==> config.mk <==
export PLATFORM = sky130hd
export DESIGN_NAME = shift_reg_univ
export DESIGN_NICKNAME = d
export VERILOG_FILES = /design/src/rtl/shift_reg_univ.sv
export SDC_FILE = /design/constraint.sdc
export NUM_CORES = 1
export LEC_CHECK = 0
export CORE_UTILIZATION = 38
export CTS_CLUSTER_DIAMETER = 40
export DETAILED_ROUTE_END_ITERATION = 12
export HOLD_SLACK_MARGIN = 0.05
export PLACE_DENSITY = 0.86
export SYNTH_ARGS = -nofsm -noshare
export SYNTH_HDL_FRONTEND = slang
export SYNTH_SLANG_ARGS = --single-unit
==> constraint.sdc <==
create_clock -name clk -period 1.7 [get_ports clk]
set_clock_uncertainty 0.15 [all_clocks]
set_input_delay 0.425 -clock clk [delete_from_list [all_inputs] [get_ports clk]]
set_output_delay 0.425 -clock clk [all_outputs]
set_load 0.01 [all_outputs]
==> src/rtl/shift_reg_univ.sv <==
// Universal shift register: hold / shift right / shift left / parallel load with clock enable,
// complementary and serial outputs, saturating shift counter. Define SHIFT_REG_ROTATE_EN to rotate.
module shift_reg_univ #(
  parameter int unsigned      WIDTH       = 8,
  parameter logic [WIDTH-1:0] RESET_VALUE = '0,
  localparam int unsigned     CW          = $clog2(WIDTH + 1)
) (
  input  logic             clk,
  input  logic             rst,
  input  logic             en,
  input  logic [1:0]       mode,
  input  logic             sin_r,
  input  logic             sin_l,
  input  logic [WIDTH-1:0] d,
  output logic [WIDTH-1:0] q,
  output logic [WIDTH-1:0] q_bar,
  output logic             sout_r,
  output logic             sout_l,
  output logic [CW-1:0]    shift_cnt,
  output logic             drained
);

  typedef enum logic [1:0] {
    ModeHold  = 2'b00,
    ModeRight = 2'b01,
    ModeLeft  = 2'b10,
    ModeLoad  = 2'b11
  } mode_e;

  localparam logic [CW-1:0] CntMax = CW'(WIDTH);

  logic [WIDTH-1:0] r_q;
  logic [CW-1:0]    r_cnt;
  logic [WIDTH-1:0] w_q_next;
  logic [CW-1:0]    w_cnt_next;
  logic [CW-1:0]    w_cnt_inc;
  logic [WIDTH-1:0] w_shr;
  logic [WIDTH-1:0] w_shl;
  logic             w_in_r;
  logic             w_in_l;

`ifdef SHIFT_REG_ROTATE_EN
  logic w_unused_sin;
  assign w_unused_sin = sin_r ^ sin_l;
  assign w_in_r       = r_q[0];
  assign w_in_l       = r_q[WIDTH-1];
`else
  assign w_in_r = sin_r;
  assign w_in_l = sin_l;
`endif

  // Bitwise build keeps WIDTH=1 legal (no reversed part-selects).
  always_comb begin
    w_shr = '0;
    w_shl = '0;
    for (int i = 0; i < int'(WIDTH) - 1; i++) begin
      w_shr[i]   = r_q[i+1];
      w_shl[i+1] = r_q[i];
    end
    w_shr[WIDTH-1] = w_in_r;
    w_shl[0]       = w_in_l;
  end

  assign w_cnt_inc = (r_cnt == CntMax) ? r_cnt : r_cnt + CW'(1);

  always_comb begin
    w_q_next   = r_q;
    w_cnt_next = r_cnt;
    case (mode_e'(mode))
      ModeRight: begin
        w_q_next   = w_shr;
        w_cnt_next = w_cnt_inc;
      end
      ModeLeft: begin
        w_q_next   = w_shl;
        w_cnt_next = w_cnt_inc;
      end
      ModeLoad: begin
        w_q_next   = d;
        w_cnt_next = '0;
      end
      default: ;
    endcase
  end

  always_ff @(posedge clk or posedge rst) begin
    if (rst) begin
      r_q   <= RESET_VALUE;
      r_cnt <= '0;
    end else if (en) begin
      r_q   <= w_q_next;
      r_cnt <= w_cnt_next;
    end
  end

  assign q         = r_q;
  assign q_bar     = ~r_q;
  assign sout_r    = r_q[0];
  assign sout_l    = r_q[WIDTH-1];
  assign shift_cnt = r_cnt;
  assign drained   = (r_cnt == CntMax);

endmodule

==> results.toml, run 1 <==
[clocking]
htreeDepth = 1
clockRootBuffer = "clkbuf_4"
cts_buffers = 3
cts_tree = "done"
clk_pin_slew_worst_paths_ps = 70
hold_buffers = 0
clockBufferDepth = 2
cts_sinks = 12
clk_latency_ps = 260

[placement]
preCtsSetupSlack_ps = -511
dp_hpwl_mm = 1.54
finalWeightedCongestion = 0.765
io_buffers = 37
place_area_mm2 = 0.00119

[route]
dr.pass1.iters = 4
vias_per_cell = 5.33
wl_mm = 2.01
ant_nets = 0
wl_per_cell_um = 13.2
first_iter_violations = 11
drc = 0
routed-via-count = 810

[final_layout]
antenna_cells = 0
fin_util_pct = 68.8
syn2layout_area_growth_pct = 65.7
fin_area_mm2 = 0.00123
fin_nets = 149
n_fill_cell = 149
final_layout_size_suffix_gt1_share_pct = 24.4

[power_and_ir_drop]
power.switching_w = 0.000456
switching_share_pct = 36.6
combPwrFrac_pct = 52.8
pwr-share-seq_pct = 33.4
ir_drop_v = 0.000758
power.leakage_nw = 0.609
p_clk_share_pct = 13.8
p_int_w = 0.000788
powerDensity_mw_per_mm2 = 1010

[sta]
tightest_slew_ps = 469
fin_setup_tns_ps = -44.8
rsz0062_at_grt = "true"
fin_crit_sh_pct = 103
final.min_clock_period_ps = 1740
setup_viol = 1
slew_violations = 0
fmax_mhz = 573
max_slew_margin_pct = 68.7
hold_viol = 0
post-route-worst-setup-slack_ps = -44.8

[floorplanning]
die_height_um = 46.2
ios = 38
die_x_um = 46.2
core_area_mm2 = 0.00178
initial_core_util_pct = 41.5
dieArea_mm2 = 0.00213
rows = 15

[critical_path]
path_class = "register to output port"
crit_chain = "inv_2 > ha_4 > nand2_2 > nor2_2 > buf_2"
path_max_fanout = 2
arrival_ps = 1170
cp-start-kind = "register"
critPathMaxStageDelay_ps = 400
cp_top_family = "flip-flops"
cp.required_ps = 1120
crit_slowest_cell = "dfrtp_1"
crit_buf_inv = 2
cp-end-kind = "output port"

[yosys]
syn_nets = 99
syn_inst = 79
netlist_area_um2 = 741
synth-seq-cells = 12
synth_cell_types = 24
syn_avg_cell_area_um2 = 9.38
ys_seq_area_share_pct = 40.5
yosys_warnings = 0

[outcome]
violations = "setup timing"
status = "finished, violations left"

[grt]
antenna_found_initial = 0
grt_pass1_vias = 725
grt_max_degree = 16
grt-ovfl-total = 0
grt_pass1_wl_mm = 3.08
grt_usage_pct = 20.3

[worst_hold_path]
hp-class = "primary input to asynchronous set/reset pin"

[flow_run]
cap_violations = 0
## synthesized netlist by cell type, drive strengths merged
| master | count | area, um2 |
|---|---|---|
| a21o | 1 | 7.51 |
| nor4 | 1 | 6.26 |
| nor3b | 1 | 7.51 |
| and4b | 1 | 13.8 |
| a22o | 8 | 70.1 |
| o21ai | 1 | 5.00 |
| nor2 | 4 | 15.0 |
| ha | 5 | 62.6 |
| inv | 13 | 48.8 |
| o31ai | 1 | 7.51 |
| nand2 | 1 | 3.75 |
| buf | 6 | 33.8 |
| o41ai | 1 | 8.76 |
| mux2i | 1 | 10.0 |
| a21oi | 8 | 40.0 |
| o31a | 1 | 8.76 |
| nand2b | 2 | 12.5 |
| a211oi | 8 | 60.1 |
| a31oi | 1 | 6.26 |
| nand3 | 1 | 5.00 |
| o21bai | 1 | 7.51 |
| dfrtp | 12 | 300 |
## state kept, by name, summed over array words and instances, names as in the netlist
| register | flops |
|---|---|
| q | 8 |
| shift_cnt | 4 |
## final timing paths
check	startpoint	endpoint	slack [ps]	cells past startpoint
worst max-delay path	shift_cnt[1]$_DFFE_PP0P_	drained	-40	5
worst min register to register	q[0]$_DFFE_PP0P_	q[0]$_DFFE_PP0P_	410	2
worst min-delay path	rst	q[6]$_DFFE_PP0P_	310	2
min in group clk	q[0]$_DFFE_PP0P_	q[0]$_DFFE_PP0P_	410	2
worst max register to register	shift_cnt[1]$_DFFE_PP0P_	shift_cnt[2]$_DFFE_PP0P_	110	6
max in group asynchronous	rst	q[5]$_DFFE_PP0P_	770	2
## worst register-to-register path: stages (launching register included)
cell     delay [ps]
dfrtp_1         370
inv_2            60
ha_4            160
buf_4           130
and4b_4         190
o31a_1          290
a21o_1          150
## routing by layer
metal  vias up  part of all wire (%)  global-route usage [%]
li1        382                     -                       -
met1       389                    40                    22.1
met2        39                    52                    37.7
met3         0                   7.4                    5.10
met4         0                     0                    6.47
met5         -                     0                       0
## placed cells by master, fill, tap and decap left out
master            n
dlygate4sd2_1    21
buf_4            14
clkdlybuf4s50_1  12
dfrtp_1          12
inv_1            10
a22o_1            8
a21oi_1           8
a211oi_1          7
nor2_1            3
inv_2             3
clkbuf_4          3
clkbuf_2          3
nand2b_1          2
ha_4              2
ha_1              2
and4b_4           1
o21ai_1           1
nor3b_1           1
o31a_1            1
a21o_1            1
a211oi_2          1
nand3_1           1
a31oi_1           1
o31ai_1           1
o41ai_1           1
nand2_2           1
nor2_2            1
nor4_1            1
o21bai_1          1
mux2i_1           1
ha_2              1
buf_2             1
## cell type report
class                           instances  area, um2  area share [%]
Clock buffer                            3       22.5            1.83
Inverter                               13       48.8            3.98
Multi-Input combinational cell         48        395            32.2
Sequential cell                        12        300            24.5
Tap cell                               25       31.3            2.55
Timing Repair Buffer                   51        429            35.0
## power groups by stage
stage,Sequential [W],Combinational (W),Clock [W]
after floorplan,0.000463,0.000222,0
after global placement,0.000414,0.000649,0
after detailed placement,0.000419,0.000663,0
after CTS,0.000408,0.000593,0.000172
after global routing,0.000425,0.000715,0.000190
final,0.000415,0.000657,0.000172
## cell families after synthesis
| family | count (synthesis) | synth area share (%) |
|---|---|---|
| compound gates | 31 | 29.9 |
| buf+inv | 19 | 11.1 |
| simple gates | 11 | 8.61 |
| mux | 1 | 1.35 |
| flops | 12 | 40.5 |
| fa+ha+maj | 5 | 8.45 |
## metrics by stage
step                total power (W)  cells  hold slack [ps]
floorplan                  0.000685     79              140
global placement            0.00106    146              391
detailed placement          0.00108    146              419
CTS                         0.00117    150              327
global route                0.00133    152              377
finish                      0.00124    152              315
## timing repair
action / 4_1_cts / 5_1_grt
pin swaps: 1 / 2
resized for setup: 31 / 13
setup buffers: 1 / 2
endpoints found under the setup margin: 35 / 8
No activity file was read; power rests on OpenSTA's default activity.
==> run 2: changes to the inputs <==
Clock period 1.7 ns to 1.95 ns, I/O delays scaled along.
==> run 2 against run 1 <==
Final area grew 1.5%; flip-flop and latch count stayed put; die area unchanged; combinational power shrank 20%; worst setup slack improved by 69 ps; wire length up 4.8%; sequential share of layout area is 0.27 points lower; the flow now finishes without violations; total power is 12% lower; non-clock buffer count down 6.
==> results.toml, run 2 (same netlist as run 1, synthesis figures left out) <==
[final_layout]
antenna_cells = 0
final_cell_mix = "25 x clkdlybuf4s50_1, 13 x inv_1, 11 x dfrtp_1"
layout_commonest_cell = "clkdlybuf4s50_1"
syn2layout_area_growth_pct = 68.2
fin_cells = 147
fin_nets = 143
largest_register_ffs = 8
final_layout_size_suffix_gt1_share_pct = 15.6

[critical_path]
cp-start-kind = "primary input"
critPathMaxStageDelay_ps = 480
reg2reg_depth = 5
r2r_start = "shift_cnt[0]$_DFFE_PP0P_"
crit_buf_inv = 2
worstSetupStartpoint = "mode[0]"
cp.required_ps = 1970
path_class = "primary input to register"
arrival_ps = 1950
cp-end-kind = "register"
cp_top_family = "buffers and inverters"
cp.depth = 6
reg2reg_slack_ps = 450
rr_endpoint = "shift_cnt[2]$_DFFE_PP0P_"
crit_slowest_cell = "clkdlybuf4s50_1"
path_max_fanout = 4
crit_chain = "clkdlybuf4s50_1 > inv_1 > ha_4 > and4b_4 > o31a_1 > a21o_1"
endpoint = "shift_cnt[2]$_DFFE_PP0P_"

[route]
routed-via-count = 773
vias_per_cell = 5.26
wl_mm = 2.11
ant_nets = 0
first_iter_violations = 10
drc = 0
dr.pass1.iters = 4
wl_per_cell_um = 14.3

[placement]
dp_hpwl_mm = 1.47
io_buffers = 37
place_inst = 142
finalWeightedCongestion = 0.761

[grt]
grt_pass1_vias = 688
grt-ovfl-total = 0
antenna_found_initial = 0
grt_usage_pct = 20.1
grt_pass1_wl_mm = 2.95
grt_max_degree = 16

[outcome]
status = "complete, no violations"

[sta]
setup_viol = 0
final.min_clock_period_ps = 1930
fin_crit_sh_pct = 98.8
slew_violations = 0
fmax_mhz = 519
rsz0062_at_grt = "true"
tightest_slew_ps = 469
hold_viol = 0
max_slew_margin_pct = 68.7

[floorplanning]
die_height_um = 46.2
rows = 15
ios = 38
dieArea_mm2 = 0.00213
core_area_mm2 = 0.00178
initial_core_util_pct = 41.5
die_x_um = 46.2

[clocking]
clk_latency_ps = 280
clk_pin_slew_worst_paths_ps = 80
cts_sinks = 12
clockRootBuffer = "clkbuf_4"
cts_tree = "done"
htreeDepth = 1
cts_buffers = 3
clockBufferDepth = 2

[power_and_ir_drop]
powerDensity_mw_per_mm2 = 879
ir_drop_v = 0.000638
power.leakage_nw = 0.646
p_total_w = 0.00109

[worst_hold_path]
hp-class = "primary input to asynchronous set/reset pin"

[flow_run]
cap_violations = 0
==> run 2: cell types whose count changed in the layout (fill, tap and decap cells not counted), moves of 6 or more <==
cell | previous run | this run
buf_4 | 14 | 8
dlymetal6s2s_1 | 0 | 7
clkdlybuf4s50_1 | 12 | 25
dlygate4sd2_1 | 21 | 4
==> run 2: metal layers <==
metal  vias to the layer above  track usage [%]  share of wire, %
met5                         -                0                 0
met3                         4             4.71               5.1
li1                        365                -                 -
met2                        30             38.3                53
met4                         0             11.2               1.1
met1                       374             19.3                41
==> run 2: power breakdown <==
part	total (W)	leakage [nW]	switching [W]	internal, W
sequential	0.000369	0.138	0.0000597	0.000310
combinational	0.000523	0.488	0.000229	0.000294
clock	0.000203	0.0210	0.0000894	0.000114
total	0.00109	0.646	0.000378	0.000717
==> run 2: repair_timing <==
action / 4_1_cts / 5_1_grt
hold buffers: 0 / 0
gates resized for setup: 9 / 12
setup endpoints to repair: 9 / 14
pin swaps: 1 / 0
buffers inserted: 0 / 1
==> run 2: layout make-up <==
cell class	instances	area, um2
Sequential cell	12	302
Fill cell	136	537
Multi-Input combinational cell	48	390
Timing Repair Buffer	45	438
Inverter	13	48.8
Tap cell	25	31.3
Clock buffer	4	36.3
==> run 2: through the flow <==
step | TNS (ps) | setup slack [ps] | utilization (%) | hold slack, ps | cell area [um2]
3_5_place_dp | -3300 | -323 | 65.1 | 395 | 1160
6_report | 0 | 23.7 | 69.9 | 360 | 1250
5_1_grt | -7.64 | -7.53 | 69.9 | 413 | 1250
3_3_place_gp | -2780 | -280 | 65.1 | 387 | 1160
4_1_cts | 0 | 1.97 | 67.8 | 377 | 1210
2_1_floorplan | 0 | 234 | - | 202 | 741
==> run 2: worst min path at each step <==
stage          slack, ps                        to                      from
2_1_floorplan        200          q[0]$_DFFE_PP0P_                       rst
3_3_place_gp         390  shift_cnt[1]$_DFFE_PP0P_  shift_cnt[1]$_DFFE_PP0P_
3_5_place_dp         390  shift_cnt[1]$_DFFE_PP0P_  shift_cnt[1]$_DFFE_PP0P_
4_1_cts              380  shift_cnt[3]$_DFFE_PP0P_                       rst
5_1_grt              410  shift_cnt[3]$_DFFE_PP0P_  shift_cnt[3]$_DFFE_PP0P_
6_report             360          q[6]$_DFFE_PP0P_                       rst
==> run 2: worst register-to-register path, cell delays in order, from the launching register on <==
cell     delay, ps
dfrtp_1        350
inv_1           60
ha_2           190
and4b_4        200
o31a_1         290
a21o_1         150
==> run 3: changes to the inputs <==
Settings changed: CAP_MARGIN set to 5.
==> results of run 3 <==
Final layout, timing and power as in run 2 (identical DEF).
